File: src/rtl/rfft_out_reader.sv
// rfft_out_reader: collects the four-lane scattered writes of the rfft_4pt core
// into a local buffer and, once a frame is complete, streams the words out one
// per valid/ready transfer in natural or bit-reversed index order.
module rfft_out_reader #(
    parameter int ADDR_BIT   = 3,
    parameter int DATA_BIT   = 16,
    parameter int MEM_HEIGHT = 8
) (
    input  logic                  clk,
    input  logic                  rst_n,
    input  logic                  wr_en,
    input  logic [ADDR_BIT*4-1:0] wr_addr,
    input  logic [DATA_BIT-1:0]   wr_data0,
    input  logic [DATA_BIT-1:0]   wr_data1,
    input  logic [DATA_BIT-1:0]   wr_data2,
    input  logic [DATA_BIT-1:0]   wr_data3,
    input  logic                  wr_last,
    output logic                  wr_ready,
    input  logic                  bitrev_en,
    output logic [DATA_BIT-1:0]   out_data,
    output logic [ADDR_BIT-1:0]   out_index,
    output logic                  out_valid,
    input  logic                  out_ready,
    output logic                  out_last,
    input  logic                  err_clr,
    output logic                  err_dup,
    output logic                  err_overrun
);

    localparam logic [0:0] ST_FILL  = 1'b0;
    localparam logic [0:0] ST_DRAIN = 1'b1;
    localparam logic [ADDR_BIT-1:0] LAST_PTR = ADDR_BIT'(MEM_HEIGHT - 1);

    logic [0:0]          state_q, state_d;
    logic [ADDR_BIT-1:0] rd_ptr_q, rd_ptr_d;
    logic                bitrev_q, bitrev_d;
    logic                err_dup_q, err_dup_d;
    logic                err_overrun_q, err_overrun_d;

    logic [DATA_BIT-1:0] mem_q [MEM_HEIGHT];

    logic [ADDR_BIT-1:0] lane_addr_s [4];
    logic [DATA_BIT-1:0] lane_data_s [4];
    logic                dup_s;
    logic                mem_we_s;
    logic                xfer_s;

    // Mirror the pointer bits so index b of the input lands at ADDR_BIT-1-b.
    function automatic logic [ADDR_BIT-1:0] bit_reverse(input logic [ADDR_BIT-1:0] v);
        logic [ADDR_BIT-1:0] r;
        r = '0;
        for (int b = 0; b < ADDR_BIT; b++) begin
            r[b] = v[ADDR_BIT-1-b];
        end
        return r;
    endfunction

    // Unpack the lane addresses and data into indexable arrays.
    always_comb begin
        for (int k = 0; k < 4; k++) begin
            lane_addr_s[k] = wr_addr[k*ADDR_BIT +: ADDR_BIT];
        end
        lane_data_s[0] = wr_data0;
        lane_data_s[1] = wr_data1;
        lane_data_s[2] = wr_data2;
        lane_data_s[3] = wr_data3;
    end

    // Flag any pair of lanes in one write that target the same entry.
    always_comb begin
        dup_s = 1'b0;
        for (int a = 0; a < 4; a++) begin
            for (int b = a + 1; b < 4; b++) begin
                if (lane_addr_s[a] == lane_addr_s[b]) begin
                    dup_s = 1'b1;
                end else begin
                    dup_s = dup_s;
                end
            end
        end
    end

    // Output decode from the registered state and read pointer.
    always_comb begin
        wr_ready    = (state_q == ST_FILL);
        out_valid   = (state_q == ST_DRAIN);
        out_last    = (state_q == ST_DRAIN) && (rd_ptr_q == LAST_PTR);
        out_index   = bitrev_q ? bit_reverse(rd_ptr_q) : rd_ptr_q;
        out_data    = mem_q[out_index];
        err_dup     = err_dup_q;
        err_overrun = err_overrun_q;
        mem_we_s    = (state_q == ST_FILL) && wr_en;
        xfer_s      = out_valid && out_ready;
    end

    // Next-state logic: frame fill / drain sequencing and sticky error flags.
    always_comb begin
        state_d       = state_q;
        rd_ptr_d      = rd_ptr_q;
        bitrev_d      = bitrev_q;
        err_dup_d     = err_clr ? 1'b0 : err_dup_q;
        err_overrun_d = err_clr ? 1'b0 : err_overrun_q;
        case (state_q)
            ST_FILL: begin
                if (wr_en) begin
                    if (dup_s) begin
                        err_dup_d = 1'b1;
                    end else begin
                        err_dup_d = err_dup_d;
                    end
                    if (wr_last) begin
                        state_d  = ST_DRAIN;
                        rd_ptr_d = '0;
                        bitrev_d = bitrev_en;
                    end else begin
                        state_d = ST_FILL;
                    end
                end else begin
                    state_d = ST_FILL;
                end
            end
            ST_DRAIN: begin
                if (wr_en) begin
                    err_overrun_d = 1'b1;
                end else begin
                    err_overrun_d = err_overrun_d;
                end
                if (xfer_s) begin
                    if (rd_ptr_q == LAST_PTR) begin
                        state_d  = ST_FILL;
                        rd_ptr_d = '0;
                    end else begin
                        rd_ptr_d = rd_ptr_q + ADDR_BIT'(1);
                    end
                end else begin
                    rd_ptr_d = rd_ptr_q;
                end
            end
            default: begin
                state_d  = ST_FILL;
                rd_ptr_d = '0;
            end
        endcase
    end

    // Control registers with synchronous active-low reset.
    always_ff @(posedge clk) begin
        if (!rst_n) begin
            state_q       <= ST_FILL;
            rd_ptr_q      <= '0;
            bitrev_q      <= 1'b0;
            err_dup_q     <= 1'b0;
            err_overrun_q <= 1'b0;
        end else begin
            state_q       <= state_d;
            rd_ptr_q      <= rd_ptr_d;
            bitrev_q      <= bitrev_d;
            err_dup_q     <= err_dup_d;
            err_overrun_q <= err_overrun_d;
        end
    end

    // Buffer write; lanes are applied in ascending order so the highest lane wins.
    always_ff @(posedge clk) begin
        if (mem_we_s) begin
            for (int k = 0; k < 4; k++) begin
                mem_q[lane_addr_s[k]] <= lane_data_s[k];
            end
        end
    end

endmodule
File: config.mk
export PLATFORM = sky130hd
export DESIGN_NAME = rfft_out_reader
export DESIGN_NICKNAME = d
export VERILOG_FILES = /design/src/rtl/rfft_out_reader.sv
export SDC_FILE = /design/constraint.sdc
export NUM_CORES = 1
export LEC_CHECK = 0
export BUFFER_PORTS_ARGS = -buffer_cell sky130_fd_sc_hd__buf_2
export CAP_MARGIN = 30
export CORE_UTILIZATION = 40
export CTS_BUF_LIST = sky130_fd_sc_hd__clkbuf_8
export DETAILED_ROUTE_END_ITERATION = 8
export GPL_TIMING_DRIVEN = 0
export HOLD_SLACK_MARGIN = 0.02
export SLEW_MARGIN = 20
export SYNTH_ARGS = -nofsm -noshare
export SYNTH_HDL_FRONTEND = slang
export SYNTH_SLANG_ARGS = --single-unit
File: constraint.sdc
create_clock -name clk -period 2.7 [get_ports clk]
set_input_delay 0.135 -clock clk [delete_from_list [all_inputs] [get_ports clk]]
set_output_delay 0.135 -clock clk [all_outputs]
set_load 0.1 [all_outputs]
==> flow_summary.yaml, run 1 <==
worst_setup_path:
  regToRegStartpoint: "out_valid$_SDFF_PN0_"
  start_kind: "flop"
  reg2reg_setup_slack_ns: 0.07
  r2r_end: "mem_q[3][1]$_DFFE_PP_"
  cp-end-kind: "primary output"
  critPathMaxFanout: 7
  reg2reg_depth: 6
  cp.arrival_ns: 2.51
  required_ns: 2.57
  crit_type: "flop to primary output"
job:
  maxCapViolCount: 0
pwr:
  p_leak_nw: 4.540
  power_density_nw_per_um2: 479.0
  total_power_mw: 5.738
  vdd_drop_max_mv: 0.2779
placed_design:
  place_area_um2: 11250
  port_buffers: 50
  numPlacedInstances: 1621
  place_congestion: 0.9682
  dpl.hpwl_um: 32820
  place_ws_ns: -0.4343
layout:
  multi_input_area_um2: 5801
  final_common_cell: "nand2_1"
  layout-drive-gt1-share_pct: 17.24
  fin_nets: 1401
  nFillCells: 2595
  final_cell_mix: "nand2_1, nor2_1"
  stdcell_count: 1664
  seq_area_um2: 3989
  design_area_um2: 11980
  areaGrowthSynthToFinish_pct: 13.42
clocking:
  cts.clk_slew.worst_paths_ns: 0.08
  clock_latency_ns: 0.46
  root_buffer: "clkbuf_8"
  clock_path_buffers: 2
  cts_num_sinks: 135
  cts_made_buffers: 17
  cts_tree: "done"
  htreeDepth: 4
drt:
  first_iter_violations: 1369
  vias: 10530
  post_drt_wl_per_cell_um: 26.16
  wirelength_um: 43530
  vias_per_cell: 6.331
  drc_errors: 0
  final_antenna_net_count: 0
  drt-pass1-iter-count: 7
synth:
  syn-instance-count: 1235
  syn_area_per_cell_um2: 8.551
  async_flop_share_pct: 0
  syn_nets: 1320
  synth.yosys.seq_area_share_pct: 37.73
  synth.top_cell.area_share_pct: 36.40
  synth_edf_count: 128
  syn_area_um2: 10560
  synth_cell_type_count: 48
  synth_area_leaders: "edfxtp_1, a211oi_1, o31ai_1"
  synth_seq_cells: 135
  synthFlopType: "edfxtp_1"
  yosysWarnings: 0
  yosysTopAreaCell: "edfxtp_1"
timing:
  clock_skew_ns: 0.01404
  slew_headroom_pct: 49.80
  rsz0062_at_grt: "no"
  max_freq_ghz: 0.3786
  setup_slack_ns: 0.05866
  fin_crit_ns: 2.641
  drv_slew: 0
  finalCritPeriodShare_pct: 97.83
  setup_viol: 0
  tightest_slew_ns: 0.7531
  hold_viol: 0
  setup_tns_ns: 0
min_path:
  holdPathEnd: "rd_ptr_q[2]$_SDFFE_PN0P_"
  min-delay-start: "rst_n"
  min_path_type: "input pin to flop"
  whs_path_depth: 2
global_route:
  grt_overflow: 0
  grt_max_degree: 17
  grt_use_total_pct: 32.03
  grt_pass1_vias: 9756
  antenna_found_initial: 0
  grt_pass1_wl_um: 62600
floorplanning:
  die_x_um: 164.5
  die-height_um: 164.5
  core.rowCount: 59
  start_util_pct: 40.64
  design.core.area_um2: 25980
  pin_count: 107
  dieArea_um2: 27050
run_status:
  status: "finished clean"
through the flow:
| step | hold slack, ns | util [%] |
|---|---|---|
| 4_1_cts | 0.03462 | 45.46 |
| 3_3_place_gp | 0.4170 | 43.22 |
| 6_report | 0.05799 | 46.10 |
| 2_1_floorplan | 0.2632 | - |
| 3_5_place_dp | 0.4295 | 43.28 |
| 5_1_grt | 0.05035 | 46.09 |
cell usage after synthesis, types with 2 or more instances:
| library cell | count |
|---|---|
| and2_1 | 2 |
| and3_1 | 128 |
| buf_4 | 13 |
| nor3_1 | 11 |
| clkbuf_2 | 4 |
| mux4_1 | 2 |
| o21ai_0 | 33 |
| nand2_1 | 173 |
| o31ai_1 | 128 |
| nor2_2 | 3 |
| nor3_4 | 4 |
| xor2_1 | 16 |
| a21boi_0 | 5 |
| ha_1 | 2 |
| a211oi_1 | 128 |
| mux4_2 | 14 |
| clkbuf_1 | 71 |
| a22o_1 | 16 |
| nor3_2 | 3 |
| nor2_1 | 136 |
| o22a_1 | 16 |
| a31oi_1 | 6 |
| nand3_2 | 3 |
| nand2b_1 | 6 |
| nor2b_1 | 10 |
| inv_1 | 17 |
| edfxtp_1 | 128 |
| buf_6 | 8 |
| buf_1 | 27 |
| a21oi_1 | 19 |
| buf_2 | 44 |
| dfxtp_1 | 7 |
| nor3b_2 | 2 |
| a22oi_1 | 16 |
| nand3_1 | 14 |
| nand2_2 | 8 |
layer usage:
layer | vias to the layer above | routed length (um) | share of wire [%] | global-route usage, %
li1 | 4760 | - | - | -
met1 | 5027 | 17670 | 41 | 42.28
met2 | 639 | 20010 | 46 | 50.88
met3 | 108 | 4452 | 10 | 7.383
met4 | 0 | 1407 | 3.2 | 12.26
met5 | - | 0 | 0 | 0
sequential cells by signal, indices dropped and copies added, names as in the netlist:
name and cells:
bitrev_q 1, out_valid 1, rd_ptr_q 3, err_dup 1, mem_q 128, err_overrun 1
cell type report:
class,instances,area share (%)
Timing Repair Buffer,63,3.813
Inverter,18,0.6059
Buffer,166,6.915
Multi-Input combinational cell,915,48.43
Clock buffer,17,1.953
Antenna cell,1,0.02089
Clock inverter,14,1.462
Sequential cell,135,33.30
Tap cell,335,3.499
worst max-delay path, stage by stage (launching register included):
cell,delay (ns)
dfxtp_2,0.34
buf_6,0.12
mux2i_4,0.24
clkinv_4,0.19
clkbuf_16,0.21
mux4_2,0.48
o22a_1,0.23
buf_4,0.23
power breakdown:
| part | switching, mW | leakage (nW) | internal, mW |
|---|---|---|---|
| clock network | 0.887 | 0.204 | 0.919 |
| logic | 0.988 | 3.08 | 0.415 |
| registers | 0.0464 | 1.25 | 2.48 |
worst max path at each step:
| stage | startpoint | endpoint | depth (start not counted) |
|---|---|---|---|
| 2_1_floorplan | rd_ptr_q[2]$_SDFFE_PN0P_ | out_data[10] | 7 |
| 3_3_place_gp | out_valid$_SDFF_PN0_ | mem_q[3][1]$_DFFE_PP_ | 6 |
| 3_5_place_dp | out_valid$_SDFF_PN0_ | mem_q[3][2]$_DFFE_PP_ | 6 |
| 4_1_cts | out_valid$_SDFF_PN0_ | mem_q[7][15]$_DFFE_PP_ | 6 |
| 5_1_grt | out_valid$_SDFF_PN0_ | mem_q[5][11]$_DFFE_PP_ | 6 |
| 6_report | rd_ptr_q[2]$_SDFFE_PN0P_ | out_data[7] | 7 |
what timing repair did:
item / 4_1_cts / 5_1_grt
gates cloned: 0 / 1
buffers inserted: 1 / 5
gates resized for setup: 35 / 37
pin swaps: 0 / 1
hold buffers: 5 / 0
endpoints found under the hold margin: 4 / 0
endpoints found under the setup margin: 144 / 108
cells by family after synthesis:
kind of cell	after synthesis	synth area share, %
buffers and inverters	185	8.199
DFF	135	37.73
and+or+nand+nor	511	23.51
AOI/OAI and AO/OA	369	25.31
adders and majority gates	2	0.2369
xor gates and xnor gates	16	1.327
muxes	17	3.697
Note: power is estimated with default switching activity, not from simulation.
==> run 2: changes to the inputs <==
--- a/config.mk
+++ b/config.mk
@@ -5,8 +5,10 @@
 export SDC_FILE = /design/constraint.sdc
 export NUM_CORES = 1
 export LEC_CHECK = 0
+export ABC_AREA = 1
 export BUFFER_PORTS_ARGS = -buffer_cell sky130_fd_sc_hd__buf_2
 export CAP_MARGIN = 30
+export CORE_MARGIN = 1.5
 export CORE_UTILIZATION = 40
 export CTS_BUF_LIST = sky130_fd_sc_hd__clkbuf_8
 export DETAILED_ROUTE_END_ITERATION = 8
@@ -16,3 +18,4 @@
 export SYNTH_ARGS = -nofsm -noshare
 export SYNTH_HDL_FRONTEND = slang
 export SYNTH_SLANG_ARGS = --single-unit
+export TNS_END_PERCENT = 50
==> run 2 against run 1 <==
Effect of this change:
- clock power fell by 8%
- global-route usage is 3.2 points higher
- non-clock buffer count decreased by 27
- highest routed layer is now met5
- core utilization up 1.7 points
- worst setup slack worse by 0.075 ns
- fmax fell by 2.8%
- sequential share of layout area grew 2.0 points
- the run now ends with setup timing left
- combinational power up 39%
==> flow_summary.yaml, run 2 <==
run_status:
  status: "complete, but fails checks"
  violations: "setup timing"
timing:
  setup_tns_ns: -0.06279
  finalCritPeriodShare_pct: 100.6
  fin_hold_ws_ns: 0.04131
  tightest_slew_ns: 0.8615
  setup_viol: 6
  max_freq_ghz: 0.3682
  clock_skew_ns: 0.01395
  slew_headroom_pct: 42.31
  drv_slew: 0
  setup_slack_ns: -0.01608
  fin_crit_ns: 2.716
  rsz0062_at_grt: "yes"
  hold_viol: 0
layout:
  final_common_cell: "nand2_1"
  layout-drive-gt1-share_pct: 16.54
  areaGrowthSynthToFinish_pct: 16.36
  fin_nets: 1517
  n_antenna_cell: 0
  final_cell_mix: "nand2_1, o21ai_0, edfxtp_1, inv_1, nand3_1"
  multi_input_area_um2: 4885
  largest_reg_flops: 128
  nFillCells: 2487
  seq_area_um2: 3989
  design_area_um2: 11290
synth:
  yosysWarnings: 0
  synth.top_cell.area_share_pct: 39.61
  synth_area_leaders: "edfxtp_1, nand2_1, o211ai_1"
  syn-instance-count: 1310
  async_flop_share_pct: 0
  synth_cell_type_count: 34
  syn_nets: 1395
  synthFlopType: "edfxtp_1"
  synth_edf_count: 128
  synth_common_cells: "nand2_1, o21ai_0, edfxtp_1"
  yosysTopAreaCell: "edfxtp_1"
  syn_area_per_cell_um2: 7.408
  synth_seq_cells: 135
  yosysMostFrequentCell: "nand2_1"
  synth.yosys.seq_area_share_pct: 41.05
  syn_area_um2: 9704
clocking:
  htreeDepth: 4
  clock_latency_ns: 0.46
  cts_made_buffers: 17
  clock_path_buffers: 2
  cts_num_sinks: 135
  post_cts_buffers: 0
  cts_tree: "done"
  cts.clk_slew.worst_paths_ns: 0.09
  root_buffer: "clkbuf_8"
placed_design:
  place_congestion: 0.9868
  port_buffers: 85
  place_ws_ns: -0.3101
  dpl.hpwl_um: 33800
  place_area_um2: 10660
worst_setup_path:
  cp-endpoint: "mem_q[7][8]$_DFFE_PP_"
  cpMostUsedCell: "buf_4"
  slowest_stage: "dfxtp_4"
  start_kind: "flop"
  r2r_end: "mem_q[7][8]$_DFFE_PP_"
  critPathMaxFanout: 10
  regToRegStartpoint: "out_valid$_SDFF_PN0_"
  reg2reg_depth: 9
  cp-end-kind: "flop"
  crit_path_max_incr_delay_ns: 0.35
  crit_type: "flop to flop"
  startpoint: "out_valid$_SDFF_PN0_"
  cp.arrival_ns: 2.88
  reg2reg_setup_slack_ns: -0.02
  path_cells: "buf_4, nor2_8, nand2_1, nor2_2, nor2_1, buf_2, o211ai_1, buf_4, buf_4"
  required_ns: 2.87
drt:
  drt-pass1-iter-count: 6
  wirelength_um: 45140
  vias: 10870
  vias_per_cell: 6.164
  post_drt_wl_per_cell_um: 25.59
  final_antenna_net_count: 0
  first_iter_violations: 1570
  drc_errors: 0
floorplanning:
  start_util_pct: 41.10
  die-height_um: 158.8
  dieArea_um2: 25200
  die_x_um: 158.8
  core.rowCount: 56
  pin_count: 107
  design.core.area_um2: 23610
job:
  maxCapViolCount: 0
global_route:
  grt_overflow: 0
  grt_max_degree: 17
  grt_use_total_pct: 35.28
  antenna_found_initial: 2
  grt_pass1_wl_um: 65060
  grt_pass1_vias: 10080
pwr:
  total_power_mw: 6.122
  vdd_drop_max_mv: 0.2370
  p_leak_nw: 4.603
  power_density_nw_per_um2: 542.2
min_path:
  min_path_type: "input pin to flop"
[run 2: per-layer routing]
layer  vias up  GRT usage, %  wire [um]
met5         -             0         31
met2       752         55.30      20330
met3       157         5.381       4257
met1      5132         46.58      17800
met4         4         19.57       2717
li1       4828             -          -
[run 2: what timing repair did]
item,4_1_cts,5_1_grt
hold buffers,4,0
pin swaps,0,4
endpoints found under the setup margin,30,48
gates cloned,0,0
resized for setup,59,23
endpoints found under the hold margin,6,0
[run 2: kinds of logic after synthesis]
family | share of synthesized area (%)
AO/OA/AOI/OAI | 25.93
adder cells (fa/ha/maj) | 0.2578
XOR/XNOR | 0.8123
buffers and inverters | 9.657
flip-flops | 41.05
AND/OR/NAND/NOR | 22.29
[run 2: where the power goes]
group | switching [mW] | internal (mW)
registers | 0.0356 | 2.48
clock network | 0.939 | 0.730
logic | 1.43 | 0.507
total | 2.40 | 3.72
[run 2: how the worst min path moves through the flow]
stage	start	endpoint	slack [ns]	depth (start not counted)
2_1_floorplan	rst_n	bitrev_q$_SDFFE_PN0P_	0.27	2
3_3_place_gp	err_clr	err_overrun$_SDFF_PN0_	0.40	4
3_5_place_dp	rst_n	bitrev_q$_SDFFE_PN0P_	0.41	3
4_1_cts	out_ready	out_valid$_SDFF_PN0_	0.03	4
5_1_grt	wr_data2[12]	mem_q[7][12]$_DFFE_PP_	0.04	3
6_report	out_ready	out_valid$_SDFF_PN0_	0.04	4
[run 2: area by class of cell]
type                    instances  share of cell area [%]
plain buffers                  98                   4.244
well taps                     319                   3.535
flip-flops and latches        135                   35.32
clock buffers                  17                   2.072
repair buffers                104                   5.917
clock inverters                15                   1.130
multi-input cells             940                   43.26
inverters                     136                   4.521
[run 2: per-stage QoR]
stage / instances / util (%)
floorplan: 1310 / -
global placement: 1714 / 44.61
detailed placement: 1729 / 45.15
CTS: 1765 / 47.57
global route: 1764 / 47.82
finish: 1764 / 47.82
[run 2: worst max-delay path, delay by kind of cell (launching register included)]
kind                   cells  cell delay, ns
buffers and inverters      4            0.88
AND/OR/NAND/NOR            4            0.88
flip-flops                 1            0.35
AO/OA/AOI/OAI              1            0.30
